===== config.mk =====
export PLATFORM = sky130hd
export DESIGN_NAME = stream_demux
export DESIGN_NICKNAME = d
export VERILOG_FILES = /design/src/rtl/stream_demux.sv
export SDC_FILE = /design/constraint.sdc
export NUM_CORES = 1
export LEC_CHECK = 0
export CORE_ASPECT_RATIO = 1.5
export CORE_MARGIN = 4
export CORE_UTILIZATION = 30
export CTS_BUF_LIST = sky130_fd_sc_hd__clkbuf_16
export CTS_CLUSTER_SIZE = 28
export DETAILED_ROUTE_END_ITERATION = 7
export GPL_TIMING_DRIVEN = 1
export PLACE_DENSITY_LB_ADDON = 0.15
export SYNTH_ARGS = -nofsm -noshare
export SYNTH_HDL_FRONTEND = slang
export SYNTH_SLANG_ARGS = --single-unit

===== constraint.sdc =====
create_clock -name CLK -period 4.6 [get_ports CLK]
set_clock_uncertainty 0.1 [all_clocks]
set_input_delay 0.46 -clock CLK [delete_from_list [all_inputs] [get_ports CLK]]
set_output_delay 0.46 -clock CLK [all_outputs]
set_load 0.005 [all_outputs]

===== src/rtl/stream_demux.sv =====
// -----------------------------------------------------------------------------
// stream_demux
//   Registered 1:2 demultiplexer. Each accepted input word is steered to port A
//   (SEL=0) or port B (SEL=1). Every port owns an independent 2-entry FIFO, so
//   a stalled port never blocks, drops or reorders traffic bound for the other.
//
// Handshake rule (all three interfaces): a word moves across an interface at a
//   rising CLK edge where that interface's VALID and READY are both high.
//   VALID never depends on READY. IN_READY depends only on registered buffer
//   state, SEL and RST, never on A_READY/B_READY.
//
// Ports:
//   CLK, RST              clock, synchronous active-high reset
//   IN_DATA/VALID/READY   input stream
//   SEL                   destination select (0 -> A, 1 -> B)
//   A_DATA/VALID/READY    output stream A (head of A buffer, registered)
//   B_DATA/VALID/READY    output stream B (head of B buffer, registered)
//   CNT_A, CNT_B          delivered-word counters, wrap modulo 2^CNT_W
// -----------------------------------------------------------------------------
module stream_demux #(
   parameter int WIDTH = 8,
   parameter int CNT_W = 8
) (
   input  logic             CLK,
   input  logic             RST,
   input  logic [WIDTH-1:0] IN_DATA,
   input  logic             IN_VALID,
   output logic             IN_READY,
   input  logic             SEL,
   output logic [WIDTH-1:0] A_DATA,
   output logic             A_VALID,
   input  logic             A_READY,
   output logic [WIDTH-1:0] B_DATA,
   output logic             B_VALID,
   input  logic             B_READY,
   output logic [CNT_W-1:0] CNT_A,
   output logic [CNT_W-1:0] CNT_B
);

   // Per-port buffer occupancy; index 0 is port A, index 1 is port B.
   typedef enum logic [1:0] {
      OCC_EMPTY = 2'd0,
      OCC_ONE   = 2'd1,
      OCC_FULL  = 2'd2
   } occ_e;

   occ_e             occ_q  [2];
   occ_e             occ_d  [2];
   logic [WIDTH-1:0] head_q [2];
   logic [WIDTH-1:0] head_d [2];
   logic [WIDTH-1:0] tail_q [2];
   logic [WIDTH-1:0] tail_d [2];
   logic [CNT_W-1:0] cnt_q  [2];
   logic [CNT_W-1:0] cnt_d  [2];

   logic [1:0] push;
   logic [1:0] pop;
   logic [1:0] out_ready;
   logic       in_ready;

   // Acceptance only looks at the buffer SEL points to; the other buffer may
   // be full without stalling the input.
   assign in_ready  = ~RST & (SEL ? (occ_q[1] != OCC_FULL) : (occ_q[0] != OCC_FULL));
   assign IN_READY  = in_ready;
   assign out_ready = {B_READY, A_READY};

   always_comb begin
      push[0] = IN_VALID & in_ready & ~SEL;
      push[1] = IN_VALID & in_ready &  SEL;
      pop     = 2'b00;
      for (int p = 0; p < 2; p++) begin
         occ_d[p]  = occ_q[p];
         head_d[p] = head_q[p];
         tail_d[p] = tail_q[p];
         pop[p]    = (occ_q[p] != OCC_EMPTY) & out_ready[p];
         cnt_d[p]  = cnt_q[p] + {{(CNT_W-1){1'b0}}, pop[p]};
         case (occ_q[p])
            OCC_EMPTY: begin
               if (push[p]) begin
                  occ_d[p]  = OCC_ONE;
                  head_d[p] = IN_DATA;
               end
            end
            OCC_ONE: begin
               if (push[p] && pop[p]) begin
                  // Head leaves and the new word takes its place directly.
                  head_d[p] = IN_DATA;
               end else if (push[p]) begin
                  occ_d[p]  = OCC_FULL;
                  tail_d[p] = IN_DATA;
               end else if (pop[p]) begin
                  // Head register keeps the delivered word as its idle value.
                  occ_d[p]  = OCC_EMPTY;
               end
            end
            OCC_FULL: begin
               // No push possible here: in_ready is low for this port.
               if (pop[p]) begin
                  occ_d[p]  = OCC_ONE;
                  head_d[p] = tail_q[p];
               end
            end
            default: begin
               occ_d[p] = OCC_EMPTY;
            end
         endcase
      end
   end

   always_ff @(posedge CLK) begin
      if (RST) begin
         for (int p = 0; p < 2; p++) begin
            occ_q[p]  <= OCC_EMPTY;
            head_q[p] <= '0;
            tail_q[p] <= '0;
            cnt_q[p]  <= '0;
         end
      end else begin
         for (int p = 0; p < 2; p++) begin
            occ_q[p]  <= occ_d[p];
            head_q[p] <= head_d[p];
            tail_q[p] <= tail_d[p];
            cnt_q[p]  <= cnt_d[p];
         end
      end
   end

   assign A_DATA  = head_q[0];
   assign A_VALID = (occ_q[0] != OCC_EMPTY);
   assign B_DATA  = head_q[1];
   assign B_VALID = (occ_q[1] != OCC_EMPTY);
   assign CNT_A   = cnt_q[0];
   assign CNT_B   = cnt_q[1];

endmodule


Word level (Yosys, flattened, before mapping)
Memory sizes are Yosys's and may differ from the RTL's.
Cells that the tools add are included.
{"block": "classes", "add_sub_neg": 2, "mul": 0, "div_mod_pow": 0, "order_cmp": 0, "eq_ne": 6, "shifts": 0, "mux": 38, "n_bitwise": 16, "reduce_logical": 6}
{"op": "$mux W8", "n": 18}
{"op": "$pmux W8 S3", "n": 2}
{"op": "$mux W2", "n": 12}
{"op": "$add A8 B1 Y8", "n": 2}
{"op": "$pmux W2 S3", "n": 2}
{"op": "$or A1 B1 Y1", "n": 8}
{"op": "$and A1 B1 Y1", "n": 6}
{"op": "$eq A2 B1 Y1 const B", "n": 2}
{"op": "$eq A2 B2 Y1 const B", "n": 2}
{"op": "$logic_not A2 Y1", "n": 2}
{"op": "$mux W1", "n": 4}
{"op": "$ne A2 B2 Y1 const B", "n": 2}
{"op": "$reduce_bool A2 Y1", "n": 2}
{"op": "$logic_and A1 B1 Y1", "n": 2}
{"op": "$not A1 Y1", "n": 2}
{"block": "totals", "regBits": 0, "latch_bits": 0, "mem_bits_rw": 52, "rom_bits": 0, "in_bits": 14, "wordCells": 72, "n_memories": 4}
{"memory": "cnt_q", "words": 2, "word_bits": 8, "rd": 2, "rd_clocked_by_memory_dff": 0, "wr": 2, "line": "53", "text": "logic [CNT_W-1:0] cnt_q [2];"}
{"memory": "head_q", "words": 2, "word_bits": 8, "rd": 2, "rd_clocked_by_memory_dff": 0, "wr": 2, "line": "49", "text": "logic [WIDTH-1:0] head_q [2];"}
{"memory": "tail_q", "words": 2, "word_bits": 8, "rd": 2, "rd_clocked_by_memory_dff": 0, "wr": 2, "line": "51", "text": "logic [WIDTH-1:0] tail_q [2];"}
{"memory": "occ_q", "words": 2, "word_bits": 2, "rd": 2, "rd_clocked_by_memory_dff": 0, "wr": 2, "line": "47", "text": "occ_e occ_q [2];"}

Longest topological paths before layout
Gate-level depths: netlist of the first run.
{"block": "logic_depth", "ltp_word": 9, "mapped_depth": 8}

Least setup slack after synthesis of the first run
OpenSTA, ideal clock, no wires.
{"block": "synth_timing", "path_kind": "reg-to-reg", "start": "memory occ_q[0][1] (netlist name)", "end": "memory cnt_q[0][6]", "setup_ns": 0.128, "arrival_ns": 1.535, "slack_ns": 2.837, "stages_incl_launch_ff": 9, "period_less_slack_ns": 1.763, "cell_sequence": "dfxtp_1 buf_4 or2_2 and2_1 ha_1 ha_1 nand3_1 xor2_1 nor2_1"}
{"element": "start, declared", "line": "47"}
{"element": "end, declared", "line": "53"}

Worst setup path in the final report of the first run
{"block": "layout_timing", "start": "input SEL", "end": "output IN_READY"}
{"block": "layout_via", "elab_chain_len": 2}
{"element": "start, declared", "line": "29", "text": "input logic SEL,"}
{"element": "$mux W1", "line": "63", "text": "assign in_ready = ~RST & (SEL ? (occ_q[1] != OCC_FULL) : (occ_q[0] != OCC_FULL));"}
{"element": "$and A1 B1 Y1", "line": "63"}
{"element": "end, declared", "line": "28", "text": "output logic IN_READY,"}
Every way passes these cells.

==> run metrics, run 1 <==
status complete, no violations; startpoint types input port; via/cell ratio roughly 4.6; Cell Count, Final, Fillers Out between 300 and 400; Sequential Power Share 0.483; leakage dissipation ~0.0012 µW; vias in the first global route approximately 1800; drt wl/cell approximately 14 µm; core outline area ~7600 µm²; number of max-cap violations 0; num rows 39; period utilization 0.575; Worst-Margin Slew between 0.7 and 0.8 ns; DRT antenna net count 0; most frequent cells in the layout 52 x dfxtp_1, 47 x clkdlybuf4s50_1, 38 x nor2_1, 16 x nand3_1, 14 x nor2b_1; Placed Cells between 300 and 400; IO buf count 48; setup violators final 0; WP data required ~4.0 ns; Post-CTS Setup Repair Bufs 0; Slew Viols, Final 0; Async SR Flop Fraction 0; ys flop type dfxtp_1; Ys Warns 0; diode count 0; post-synthesis instance total 245; Overflow after GRT 0; via count between 1500 and 2000; CTS tree built; largest area contributor in the synthesized netlist dfxtp_1; post-synthesis cell type count 34; HP Class register to register; Post-Synthesis Cell Area about 2300 µm²; clock share of power 0.416; Final GP Congestion around 0.69; post-route cell area ~3000 µm²; Worst-Skew Late Latency 0.28 ns; Period minus WS final approximately 2.6 ns; dpl hpwl slightly below 4 mm; Ports 49; Total Power approximately 980 µW; synth-to-layout area growth 29.3%; commonest non-fill, non-tap cell in the layout dfxtp_1; CTS HTree Levels 2; Max Root-Sink Buffers 2; Global Route Usage Sum 0.125; main area contributors after synthesis dfxtp_1 45%, nor2_1 6.2%, mux2i_1 4.8%, a211oi_2 4.3%, o221a_2 3.9%; post-synth top area share 0.449; Post-synth EDFFs 0; Max rail drop VDD around 0.13 mV; DR DRC count 0; syn_nets 263; pin count of the biggest net entering global routing 40; die width roughly 80 µm; Initial Util 0.306; sequential fraction of the synthesis area 0.449; Pwr Density roughly 330 nW/µm²; # hold bufs at CTS 0; Max Clk Rate 378 MHz; Detailed Route WL 5.35 mm; fin nets approximately 300; switch share 0.214; root buffer cell clkbuf_16; first-pass GRT wire length 9.09 mm; crit path max fanout 8; layout cells sized above 1 0.112; die area roughly 9000 µm²; Internal 769 µW; slew margin rel. 0.490; TritonCTS buffer count 5; P_sw between 200 and 250 µW; combinational power share 0.102; Pre-Repair DR Iteration Count 4; DR iter-0 viols 50; clock-pin transition on the worst setup and hold timing paths about 0.07 ns; cts repair resizes 0; DP Area between 2000 and 3000 µm²; RSZ-0062 raised after global routing no; Die Height ~120 µm; WS Path Type input port to output pin; initial antenna violation count 0; CP Data Arrival Time between 2 and 2.5 ns; CP Capture Type output pin; Yosys reg bits 52; setup TNS 0 ns; Avg Cell Area, Syn between 9 and 10 µm²; final hold vios 0; TritonCTS sink count between 50 and 60
## cells by family (layout without fill, tap and decap cells)
| family | count (synthesis) | count (layout) | synth area share |
|---|---|---|---|
| fa+ha+maj | 4 | 4 | 0.0216 |
| compound gates | 33 | 33 | 0.129 |
| flops | 52 | 52 | 0.449 |
| xor+xnor | 12 | 12 | 0.0454 |
| mux | 11 | 11 | 0.0475 |
| buf+inv | 17 | 57 | 0.0411 |
| simple gates | 116 | 116 | 0.266 |
## layer usage
layer	wire, µm	track usage
met5	0	0
met4	43	0.0406
met3	194	0.0311
met2	2840	0.221
met1	2280	0.148
## cell usage after synthesis, types with 2 or more instances
| library cell | count |
|---|---|
| buf_2 | 4 |
| clkbuf_1 | 7 |
| a211oi_2 | 8 |
| and2_1 | 10 |
| buf_6 | 3 |
| o22a_1 | 2 |
| nor3_2 | 2 |
| a211oi_1 | 2 |
| xor2_1 | 8 |
| nor2_1 | 38 |
| nand2b_1 | 3 |
| o221a_2 | 8 |
| xnor2_1 | 4 |
| and3_1 | 4 |
| a21oi_1 | 10 |
| or2_2 | 2 |
| nand3b_1 | 3 |
| nor3b_1 | 2 |
| ha_1 | 4 |
| nand3_1 | 16 |
| nor3_1 | 7 |
| mux2i_1 | 11 |
| nand2_1 | 12 |
| nor2b_1 | 14 |
| dfxtp_1 | 52 |
## final cells by class
class                      count  area (µm²)
multi-input combinational    176        1180
tap                          102         128
clock inverter                 1        30.0
fill                         756        4570
clock buffer                   5         125
inverter                       2        7.51
sequential                    52        1040
timing repair buffer          49         483
## state kept, by name, indices dropped and copies added (netlist names)
| register | flops |
|---|---|
| occ_q | 4 |
| head_q | 16 |
| tail_q | 16 |
| cnt_q | 16 |
## power by group through the flow
stage	clock (µW)	combinational, µW	sequential, µW
after floorplan	0	53.0	482
after global placement	0	101	483
after detailed placement	0	102	483
after CTS	416	102	473
after global routing	433	110	475
final	407	99.6	473
## critical path: stages
cell	delay, ns
clkdlybuf4s50_1	0.71
nor3b_1	0.10
a211oi_1	0.25
clkdlybuf4s50_1	0.55
## metrics by stage
stage	hold WS, ns	setup slack [ns]	utilization
3_5_place_dp	0.350	1.93	0.375
3_3_place_gp	0.344	1.92	0.375
5_1_grt	0.380	1.76	0.396
6_report	0.357	1.96	0.396
2_1_floorplan	0.337	2.84	-
4_1_cts	0.360	1.91	0.396
## worst paths after layout
check	start	end	slack [ns]	cells past startpoint
max reg2reg	occ_q[0][1]	head_q[0][4]	2.66	3
min	tail_q[0][4]	tail_q[0][4]	0.36	2
min reg2reg	tail_q[0][4]	tail_q[0][4]	0.36	2
max	SEL	IN_READY	1.96	4
Power figures use the tool's default switching activity.
==> inputs of run 2 (changes only) <==
==> constraint.sdc (replaced) <==
create_clock -name CLK -period 2.8 [get_ports CLK]
set_clock_uncertainty 0.1 [all_clocks]
set_input_delay 0.28 -clock CLK [delete_from_list [all_inputs] [get_ports CLK]]
set_output_delay 0.28 -clock CLK [all_outputs]
set_load 0.005 [all_outputs]
==> run 2 against run 1 <==
Core utilization increased by 0.36 points. Highest routed layer unchanged. Cell area increased by 0.92%. Largest power group unchanged. Routed wire length decreased by 0.80%. Largest cell class unchanged. Cell count increased by 1.0%. Total power increased by 67%. Worst hold slack got worse by 0.033 ns. Global-route usage decreased by 0.36 points. Via count increased by 1.4%. Register-to-register slack got worse by 1.7 ns. First-iteration DRC count increased by 34%. Clock power increased by 71%.
==> run metrics, run 2 (same netlist as run 1, synthesis figures left out) <==
status complete, no violations (unchanged); TritonCTS buffer count 5 (unchanged); DR iter-0 viols 67 (was 50); WS Path Type register to output pin (was input port to output pin); reg2reg path depth 7 (was 3); Global Route Usage Sum 0.122 (was 0.125); Pre-Repair DR Iteration Count 4 (unchanged); CP max stage delay 0.54 ns (was 0.71 ns); period utilization 0.867; RSZ-0062 raised after global routing no (unchanged); cts repair resizes 0 (unchanged); first-pass GRT wire length 8.96 mm (was 9.09 mm); top flop regs cnt_q (16), head_q (16), tail_q (16) (unchanged); crit path max fanout 10 (was 8); Period minus WS final 2.43 ns; cell at the slowest stage of the critical path clkdlybuf4s50_1 (unchanged); Worst-Margin Slew 0.733 ns (was 0.765 ns); Die Height 116 µm (unchanged); layout cells sized above 1 0.121 (was 0.112); Pwr Density 542 nW/µm² (was 327 nW/µm²); Slew Viols, Final 0 (unchanged); CP Capture Type output pin (unchanged); CTS HTree Levels 2 (unchanged); Total Power 1640 µW (was 979 µW); Stages on worst setup path 4 (unchanged); Overflow after GRT 0 (unchanged); Max Root-Sink Buffers 2 (unchanged); Multi-input gate area 1180 µm² (unchanged); most frequent cells in the layout 52 x dfxtp_1, 47 x clkdlybuf4s50_1, 38 x nor2_1, 16 x nand3_1, 14 x nor2b_1 (unchanged); final hold vios 0 (unchanged); via count 1797 (was 1772); CP Data Arrival Time 2.05 ns (was 2.08 ns); leakage dissipation 0.00117 µW (was 0.00116 µW); setup violators final 0 (unchanged); Max rail drop VDD 0.322 mV (was 0.131 mV); setup TNS 0 ns (unchanged); die area 9220 µm² (unchanged); Cell Count, Final, Fillers Out 391 (was 387); Post-CTS Setup Repair Bufs 0 (unchanged); pre-CTS setup slack 0.498 ns (was 1.93 ns); DRT antenna net count 0 (unchanged); synth-to-layout area growth 30.5% (was 29.3%); CTS tree built (unchanged); TritonCTS sink count 52 (unchanged); CP bufs+invs 2 (unchanged); vias in the first global route 1809 (was 1834); via/cell ratio 4.60 (was 4.58); number of max-cap violations 0 (unchanged); Ports 49 (unchanged); fin nets 306 (was 304); die width 79.7 µm (unchanged); Placed Cells 383 (was 381); IO buf count 48 (unchanged); drt wl/cell 13.6 µm (was 13.8 µm); slew margin rel. 0.511 (was 0.490); core outline area 7560 µm² (unchanged); Setup WS post-layout 0.373 ns (was 1.96 ns); Worst-Skew Late Latency 0.29 ns (was 0.28 ns); Final GP Congestion 0.743 (was 0.687); HP Class input port to register (was register to register); clock-pin transition on the worst setup and hold timing paths 0.07 ns (about the same); # hold bufs at CTS 0 (unchanged); commonest non-fill, non-tap cell in the layout dfxtp_1 (unchanged); sequential cell area 1040 µm² (unchanged); Largest delay share family, worst path buffers and inverters (unchanged); Max Clk Rate 412 MHz; initial antenna violation count 0 (unchanged); fillers 759 (was 756); DR DRC count 0 (unchanged); Initial Util 0.306 (unchanged); diode count 0 (unchanged); root buffer cell clkbuf_16 (unchanged); WP data required 2.42 ns (was 4.04 ns); dpl hpwl 3.84 mm (was 3.89 mm); num rows 39 (unchanged); startpoint types register (was input port); pin count of the biggest net entering global routing 34 (was 40); CP Cell Sequence nand2b_1, inv_2, a211oi_1, clkdlybuf4s50_1 (was clkdlybuf4s50_1, nor3b_1, a211oi_1, clkdlybuf4s50_1); Hold Path Stages 2 (unchanged); Detailed Route WL 5.31 mm (was 5.35 mm)
run 2: cell count changes in the layout (fill, tap and decap cells not counted):
cell	previous run	this run
clkinv_4	0	1
clkinv_1	0	1
buf_4	1	3
run 2: path summary, 6_finish.rpt:
check | startpoint | end | slack (ns)
setup / recovery | occ_q[0][2] | IN_READY | 0.37
setup reg to reg | occ_q[0][1] | cnt_q[0][4] | 0.92
hold reg to reg | tail_q[0][1] | tail_q[0][1] | 0.36
hold / removal | RST | tail_q[0][14] | 0.32
run 2: routing by layer:
layer	GRT usage	routed length, µm	share of wire
met2	0.201	2620	0.49
met4	0.0406	65	0.012
met5	0	0	0
met1	0.159	2450	0.46
met3	0.0257	168	0.032
run 2: per-stage QoR:
| step | instance area [µm²] | hold slack [ns] | util |
|---|---|---|---|
| 3_5_place_dp | 2850 | 0.351 | 0.377 |
| 3_3_place_gp | 2850 | 0.343 | 0.377 |
| 5_1_grt | 3020 | 0.350 | 0.400 |
| 4_1_cts | 3020 | 0.335 | 0.400 |
| 2_1_floorplan | 2320 | 0.253 | - |
| 6_report | 3020 | 0.323 | 0.400 |
run 2: final cells by class:
cell class,count,area share
clock buffer,5,0.0414
tap,102,0.0422
inverter,2,0.00248
timing repair buffer,51,0.165
multi-input combinational,176,0.390
clock inverter,3,0.0141
sequential,52,0.345
run 2: power breakdown:
part           total, µW  internal (µW)  leakage [µW]  switching (µW)
Sequential           777            761      0.000422            15.2
Combinational        165           92.0      0.000672            73.4
Clock                695            420     0.0000814             274
